==> src/rtl/adder_pkg.sv <==
// -----------------------------------------------------------------------------
// adder_pkg
// Shared constants and types for the adder_16 carry-lookahead adder.
//   - legal operand widths (4, 8, 16)
//   - CLA group size (4 bits)
//   - grp_pg_t : group propagate/generate pair produced by each cla4_block
//   - width_ok : elaboration-time check for a legal operand width
// -----------------------------------------------------------------------------
package adder_pkg;

  localparam int ADDER_W4  = 4;
  localparam int ADDER_W8  = 8;
  localparam int ADDER_W16 = 16;
  localparam int GRP_W     = 4;

  typedef struct packed {
    logic p;  // group propagate: carry-in passes through the whole group
    logic g;  // group generate: group produces a carry regardless of carry-in
  } grp_pg_t;

  function automatic bit width_ok(input int w);
    return (w == ADDER_W4) || (w == ADDER_W8) || (w == ADDER_W16);
  endfunction

endpackage

==> src/rtl/cla4_block.sv <==
// -----------------------------------------------------------------------------
// cla4_block
// Purely combinational 4-bit carry-lookahead slice.
// Ports:
//   a, b : 4-bit operand slices
//   c0   : carry into bit 0 of this group
//   sum  : 4-bit sum slice
//   pg   : group propagate/generate, consumed by the second-level lookahead
// Group P/G do not depend on c0, so the upper lookahead level never waits on
// a group's own sum logic.
// -----------------------------------------------------------------------------
module cla4_block
  import adder_pkg::*;
(
  input  logic [GRP_W-1:0] a,
  input  logic [GRP_W-1:0] b,
  input  logic             c0,
  output logic [GRP_W-1:0] sum,
  output grp_pg_t          pg
);

  logic [GRP_W-1:0] g;
  logic [GRP_W-1:0] p;
  logic [GRP_W-1:0] c;

  assign g = a & b;
  assign p = a ^ b;

  // Every internal carry is a flat sum of products of g/p and c0.
  assign c[0] = c0;
  assign c[1] = g[0] | (p[0] & c0);
  assign c[2] = g[1] | (p[1] & g[0]) | (p[1] & p[0] & c0);
  assign c[3] = g[2] | (p[2] & g[1]) | (p[2] & p[1] & g[0])
              | (p[2] & p[1] & p[0] & c0);

  assign sum = p ^ c;

  assign pg.p = &p;
  assign pg.g = g[3] | (p[3] & g[2]) | (p[3] & p[2] & g[1])
              | (p[3] & p[2] & p[1] & g[0]);

endmodule

==> src/rtl/adder_16.sv <==
// -----------------------------------------------------------------------------
// adder_16
// Two-level carry-lookahead adder with a registered output stage.
// {cout,out} = in1 + in2 + cin, captured one cycle after in_valid.
// Ports:
//   clk       : rising-edge clock
//   rst_n     : asynchronous active-low reset (clears out/cout/out_valid[/ovf])
//   in_valid  : operands valid this cycle
//   cin       : carry-in
//   in1, in2  : WIDTH-bit operands
//   out       : registered sum (held while in_valid=0)
//   cout      : registered carry-out of the MSB (held while in_valid=0)
//   out_valid : high for the cycle after an accepted operation
//   ovf       : registered signed overflow, present only with ADDER_OVF_EN
// Optional feature macro: ADDER_OVF_EN
// -----------------------------------------------------------------------------
module adder_16
  import adder_pkg::*;
#(
  parameter int WIDTH = 16
) (
  input  logic             clk,
  input  logic             rst_n,
  input  logic             in_valid,
  input  logic             cin,
  input  logic [WIDTH-1:0] in1,
  input  logic [WIDTH-1:0] in2,
  output logic [WIDTH-1:0] out,
  output logic             cout,
`ifdef ADDER_OVF_EN
  output logic             ovf,
`endif
  output logic             out_valid
);

  localparam int NG = WIDTH / GRP_W;

  if (!width_ok(WIDTH)) begin : g_bad_width
    $error("adder_16: WIDTH=%0d is illegal, must be 4, 8 or 16", WIDTH);
  end

  grp_pg_t          grp_pg [NG];
  logic [NG:0]      c_grp;
  logic [WIDTH-1:0] sum_d;
  logic             cout_d;

  for (genvar k = 0; k < NG; k++) begin : g_grp
    cla4_block u_cla4 (
      .a   (in1[k*GRP_W +: GRP_W]),
      .b   (in2[k*GRP_W +: GRP_W]),
      .c0  (c_grp[k]),
      .sum (sum_d[k*GRP_W +: GRP_W]),
      .pg  (grp_pg[k])
    );
  end

  // Second-level lookahead: each group carry-in is expanded into a flat
  // sum of products of group G/P terms and cin, so no carry ripples between
  // groups. c_grp[NG] is the carry-out of the MSB.
  always_comb begin
    logic acc;
    logic term;
    c_grp = '0;
    c_grp[0] = cin;
    for (int k = 1; k <= NG; k++) begin
      term = cin;
      for (int j = 0; j < k; j++) term = term & grp_pg[j].p;
      acc = term;
      for (int j = 0; j < k; j++) begin
        term = grp_pg[j].g;
        for (int m = j + 1; m < k; m++) term = term & grp_pg[m].p;
        acc = acc | term;
      end
      c_grp[k] = acc;
    end
  end

  assign cout_d = c_grp[NG];

  logic [WIDTH-1:0] out_q;
  logic             cout_q;
  logic             vld_q;

  // Output stage: the only state in the design.
  always_ff @(posedge clk or negedge rst_n) begin
    if (!rst_n) begin
      out_q  <= '0;
      cout_q <= 1'b0;
      vld_q  <= 1'b0;
    end else begin
      vld_q <= in_valid;
      if (in_valid) begin
        out_q  <= sum_d;
        cout_q <= cout_d;
      end
    end
  end

  assign out       = out_q;
  assign cout      = cout_q;
  assign out_valid = vld_q;

`ifdef ADDER_OVF_EN
  logic ovf_d;
  logic ovf_q;

  // Carry into the MSB is recovered from the MSB sum bit: p ^ sum = carry.
  assign ovf_d = (in1[WIDTH-1] ^ in2[WIDTH-1] ^ sum_d[WIDTH-1]) ^ cout_d;

  always_ff @(posedge clk or negedge rst_n) begin
    if (!rst_n) begin
      ovf_q <= 1'b0;
    end else if (in_valid) begin
      ovf_q <= ovf_d;
    end
  end

  assign ovf = ovf_q;
`endif

endmodule

==> config.mk <==
export PLATFORM = sky130hd
export DESIGN_NAME = adder_16
export DESIGN_NICKNAME = d
export VERILOG_FILES = /design/src/rtl/adder_pkg.sv /design/src/rtl/cla4_block.sv /design/src/rtl/adder_16.sv
export SDC_FILE = /design/constraint.sdc
export NUM_CORES = 1
export LEC_CHECK = 0
export CORE_MARGIN = 3
export CORE_UTILIZATION = 44
export DETAILED_ROUTE_END_ITERATION = 8
export HOLD_SLACK_MARGIN = 0.1
export PLACE_DENSITY_LB_ADDON = 0.05
export SLEW_MARGIN = 20
export SYNTH_ARGS = -nofsm -noshare
export SYNTH_HDL_FRONTEND = slang
export SYNTH_SLANG_ARGS = --single-unit
==> constraint.sdc <==
create_clock -name clk -period 1.1 [get_ports clk]
set_clock_uncertainty 0.05 [all_clocks]
set_input_delay 0.165 -clock clk [delete_from_list [all_inputs] [get_ports clk]]
set_output_delay 0.165 -clock clk [all_outputs]
set_load 0.02 [all_outputs]
==> results of run 1 <==
==> stage by stage <==
stage	std cells	area [µm²]	hold WS [ps]	util
after floorplan	146	1580	-181	-
after global placement	276	2450	426	0.791
after detailed placement	276	2450	431	0.791
after CTS	295	2620	140	0.845
==> logic make-up after synthesis <==
group | count (synthesis)
mux | 6
xor+xnor | 8
compound gates | 47
fa+ha+maj | 20
flops | 18
buf+inv | 13
simple gates | 34
==> synth_stat cells <==
cell,instances,area (µm²)
dfrtp_1,18,450
ha_1,16,200
nand2_1,15,56.3
a21oi_1,14,70.1
inv_1,10,37.5
xnor2_1,8,70.1
a21o_1,6,45.0
o21ai_0,6,30.0
mux2_2,5,56.3
fa_1,4,80.1
nor2_1,4,15.0
nand3_1,3,15.0
a211oi_2,2,25.0
clkbuf_1,2,7.51
nand4_1,2,12.5
nor3_1,2,10.0
o21bai_1,2,15.0
o311ai_1,2,17.5
a2111oi_0,1,8.76
a211o_1,1,8.76
a211o_2,1,10.0
a211oi_1,1,7.51
a21oi_4,1,16.3
a2bb2oi_1,1,8.76
a31oi_4,1,21.3
buf_1,1,3.75
mux2i_1,1,10.0
nand2b_1,1,6.26
nand3b_1,1,7.51
nand4_2,1,12.5
nand4b_2,1,15.0
nor2b_1,1,6.26
nor4_1,1,6.26
o2111ai_1,1,8.76
o211a_1,1,10.0
o211ai_1,1,7.51
o21a_1,1,7.51
o21bai_2,1,11.3
o31a_1,1,8.76
o31ai_1,1,7.51
o31ai_2,1,12.5
or3_1,1,6.26
or3_4,1,11.3
==> what timing repair did <==
item                                    4_1_cts
endpoints found under the setup margin       35
buffers inserted                             16
hold buffers                                  0
resized for setup                           210
pin swaps                                    36
==> flow_summary.json, run 1 <==
{
  "status": "stopped before the end",
  "haltStage": "5_1_grt",
  "error": "[ERROR DPL-0033] detailed placement checks failed during check placement.",
  "fp.dieW_um": 63.5,
  "synthCells": 146,
  "ys_seq_elements": 18,
  "cts_inserted_buffers": 3,
  "grt_max_degree": 19,
  "synth_compound_area_frac": 0.246,
  "postGrtWorstEndpoint": "out[13]$_DFFE_PN0P_/D",
  "synth-adder-area-share": 0.193,
  "ioPinCount": 54,
  "place_congestion": 0.844,
  "yosys.area_share.simple": 0.124,
  "num_rows": 20,
  "synthMuxAreaShare": 0.0456,
  "cts_buffer_depth": 2,
  "clock_sinks": 18,
  "synth_area_um2": 1450,
  "place.detailed.hpwl_um": 3430,
  "antenna_found_initial": 0,
  "ys_seq_area_frac": 0.310,
  "synth-xor-area-share": 0.0482,
  "pre_cts_ws_ps": -1400,
  "h-tree-depth": 1,
  "die_h_um": 63.5,
  "cts_root_buf": "clkbuf_4",
  "avgSynthCellArea_um2": 9.96,
  "syn-num-nets": 202,
  "yosys_warnings": 0,
  "portBuffers": 53,
  "synth_top_family_by_area": "compound AO/OA/AOI/OAI gates",
  "start_util": 0.469,
  "synth_cell_types": 43,
  "worstEpCategory": "register input"
}
==> inputs of run 2 (changes only) <==
Settings changed: CORE_UTILIZATION 44 to 35, HOLD_SLACK_MARGIN 0.1 to default, PLACE_DENSITY_LB_ADDON 0.05 to 0.15.
==> flow_summary.json, run 2 <==
{
  "cts_buffer_depth": 2,
  "layout_commonest_cell": "buf_4",
  "cts_tree": "done",
  "drt-total-wl_um": 4940,
  "largest_reg_flops": 16,
  "fill_cells": 261,
  "switchingPower_mw": 1.08,
  "h-tree-depth": 1,
  "cts_inserted_buffers": 3,
  "dpl-instance-area_um2": 2530,
  "p_per_area_nw_per_um2": 1050,
  "r2r_slack_ps": 170,
  "rr_endpoint": "out[1]",
  "rsz0062_at_grt": "true",
  "track_usage": 0.199,
  "cp_max_fo": 4,
  "n_antenna_cell": 0,
  "r2r_cells": 2,
  "drive_above_1_share": 0.623,
  "yosys-top-cells-area": "dfrtp_1 31%, ha_1 14%, fa_1 5.5%",
  "final_cell_mix": "50 x buf_4, 28 x buf_6, 22 x buf_2",
  "coreArea_um2": 3830,
  "antenna_found_initial": 0,
  "clock_sinks": 18,
  "dr.pass1.iters": 4,
  "final_cell_area_um2": 2880,
  "cts_hold_buffers": 0,
  "clock_latency_ps": 250,
  "fmax_ghz": 0.547,
  "drtIter0Drc": 59,
  "start_util": 0.380,
  "num_rows": 22,
  "place.detailed.hpwl_um": 3400,
  "avgSynthCellArea_um2": 9.96,
  "grt-ovfl-total": 0,
  "fp.dieW_um": 70.5,
  "p_leak_nw": 1.32,
  "worst_slew_pin_slew_ps": 278,
  "ys_seq_area_frac": 0.310,
  "synth_top_cell_area_share": 0.310,
  "status": "finished, violations left",
  "routedWlPerCell_um": 16.0,
  "synth_cell_types": 43,
  "grt_pass1_wl_um": 8030,
  "synthTopCellsByCount": "18 x dfrtp_1, 16 x ha_1, 15 x nand2_1",
  "maxCapViolCount": 0,
  "post_drt_via_cell_ratio": 5.28,
  "swShare": 0.359,
  "pre_cts_ws_ps": -1370,
  "combPwrFrac": 0.554,
  "dr_total_vias": 1627,
  "yosys_warnings": 0,
  "r2r-start": "out[1]",
  "post-route-min-period_ps": 1830,
  "drv_slew": 0,
  "drc": 0,
  "synth_top_cell_by_area": "dfrtp_1",
  "worst_setup_path_end_kind": "register",
  "worst_slack_ps": -727,
  "ir_drop_v": 0.000667,
  "nets": 318,
  "grt_max_degree": 19,
  "syn-num-nets": 202,
  "ys_seq_elements": 18,
  "cp.required_ps": 1190,
  "yosysMostFrequentCell": "dfrtp_1",
  "grt_pass1_vias": 1736,
  "min_path_type": "in -> async",
  "fin_crit_sh": 1.66,
  "violations": "negative setup slack",
  "multi_input_area_um2": 1330,
  "die_area_um2": 4960,
  "fin_hold_ws_ps": 202,
  "setup_violations": 14,
  "clk_pin_slew_ps": 70,
  "p_clk_frac": 0.158,
  "place_congestion": 0.828,
  "cts_root_buf": "clkbuf_8",
  "die_h_um": 70.5,
  "layout.area.seq_um2": 450,
  "final-hold-violation-count": 0,
  "synth_edf_count": 0,
  "setup.worst_path.start_class": "input pin",
  "cp.arrival_ps": 1920,
  "synth_area_um2": 1450,
  "async_reset_ff_frac": 1.00,
  "synthCells": 146,
  "ant_nets": 0,
  "area_delta_synth_final_pct": 97.8,
  "synth_top_flop_cell": "dfrtp_1",
  "power_frac_seq": 0.287,
  "slew_headroom": 0.811,
  "p_int_mw": 1.93,
  "crit_type": "in -> reg",
  "ioPinCount": 54,
  "portBuffers": 53
}
-- run 2: cell counts after synthesis --
No cell type changed its count.
-- run 2: worst max-delay path: stages --
cell      delay [ps]
buf_6            100
ha_4             270
a21oi_4           60
nand4b_4         210
a211oi_4         330
nor3_4            70
fa_2             340
xnor2_1          130
mux2_4           250
-- run 2: per-layer routing --
| metal | vias up | share of wire | global-route usage |
|---|---|---|---|
| met5 | - | 0 | 0 |
| met1 | 796 | 0.40 | 0.230 |
| met4 | 0 | 0.022 | 0.0787 |
| li1 | 763 | - | - |
| met3 | 10 | 0.051 | 0.0302 |
| met2 | 58 | 0.52 | 0.364 |
-- run 2: cell families after synthesis --
family | Yosys count | share of synthesized area
compound gates | 47 | 0.246
simple gates | 34 | 0.124
flops | 18 | 0.310
fa+ha+maj | 20 | 0.193
xor+xnor | 8 | 0.0482
mux | 6 | 0.0456
buf+inv | 13 | 0.0336
-- run 2: cell type report --
class	count	area share
well taps	48	0.0209
flip-flops and latches	18	0.157
clock buffers	3	0.0144
repair buffers	114	0.331
multi-input cells	115	0.463
inverters	10	0.0139
-- run 2: worst max path at each step --
stage	from	end	slack, ps	cells past startpoint
after global routing	in1[7]	out[13]	-750	8
after CTS	in1[0]	out[13]	-730	9
final	in1[0]	out[13]	-730	9
after global placement	in1[2]	out[13]	-1320	9
after floorplan	in2[2]	out[13]	-790	8
after detailed placement	in1[2]	out[13]	-1370	9
-- run 2: power groups by stage --
stage          Combinational (mW)  Sequential (mW)  Clock, mW
3_5_place_dp                 1.51            0.880          0
3_3_place_gp                 1.47            0.876          0
2_1_floorplan               0.552             1.04          0
5_1_grt                      1.78            0.879      0.530
6_report                     1.67            0.864      0.476
4_1_cts                      1.57            0.866      0.486
-- run 2: repair_timing --
action / 4_1_cts / 5_1_grt
endpoints found under the setup margin: 35 / 17
resized for setup: 223 / 32
pin swaps: 40 / 21
buffers inserted: 16 / 5
-- run 2: per-stage QoR --
stage | total power, mW | utilization | TNS (ps) | std cells
finish | 3.01 | 0.752 | -6440 | 308
global route | 3.19 | 0.752 | -7000 | 308
CTS | 2.92 | 0.719 | -6700 | 308
detailed placement | 2.39 | 0.662 | -18170 | 290
global placement | 2.34 | 0.662 | -17480 | 290
floorplan | 1.60 | - | -6840 | 146
No activity file was read; power rests on OpenSTA's default activity.
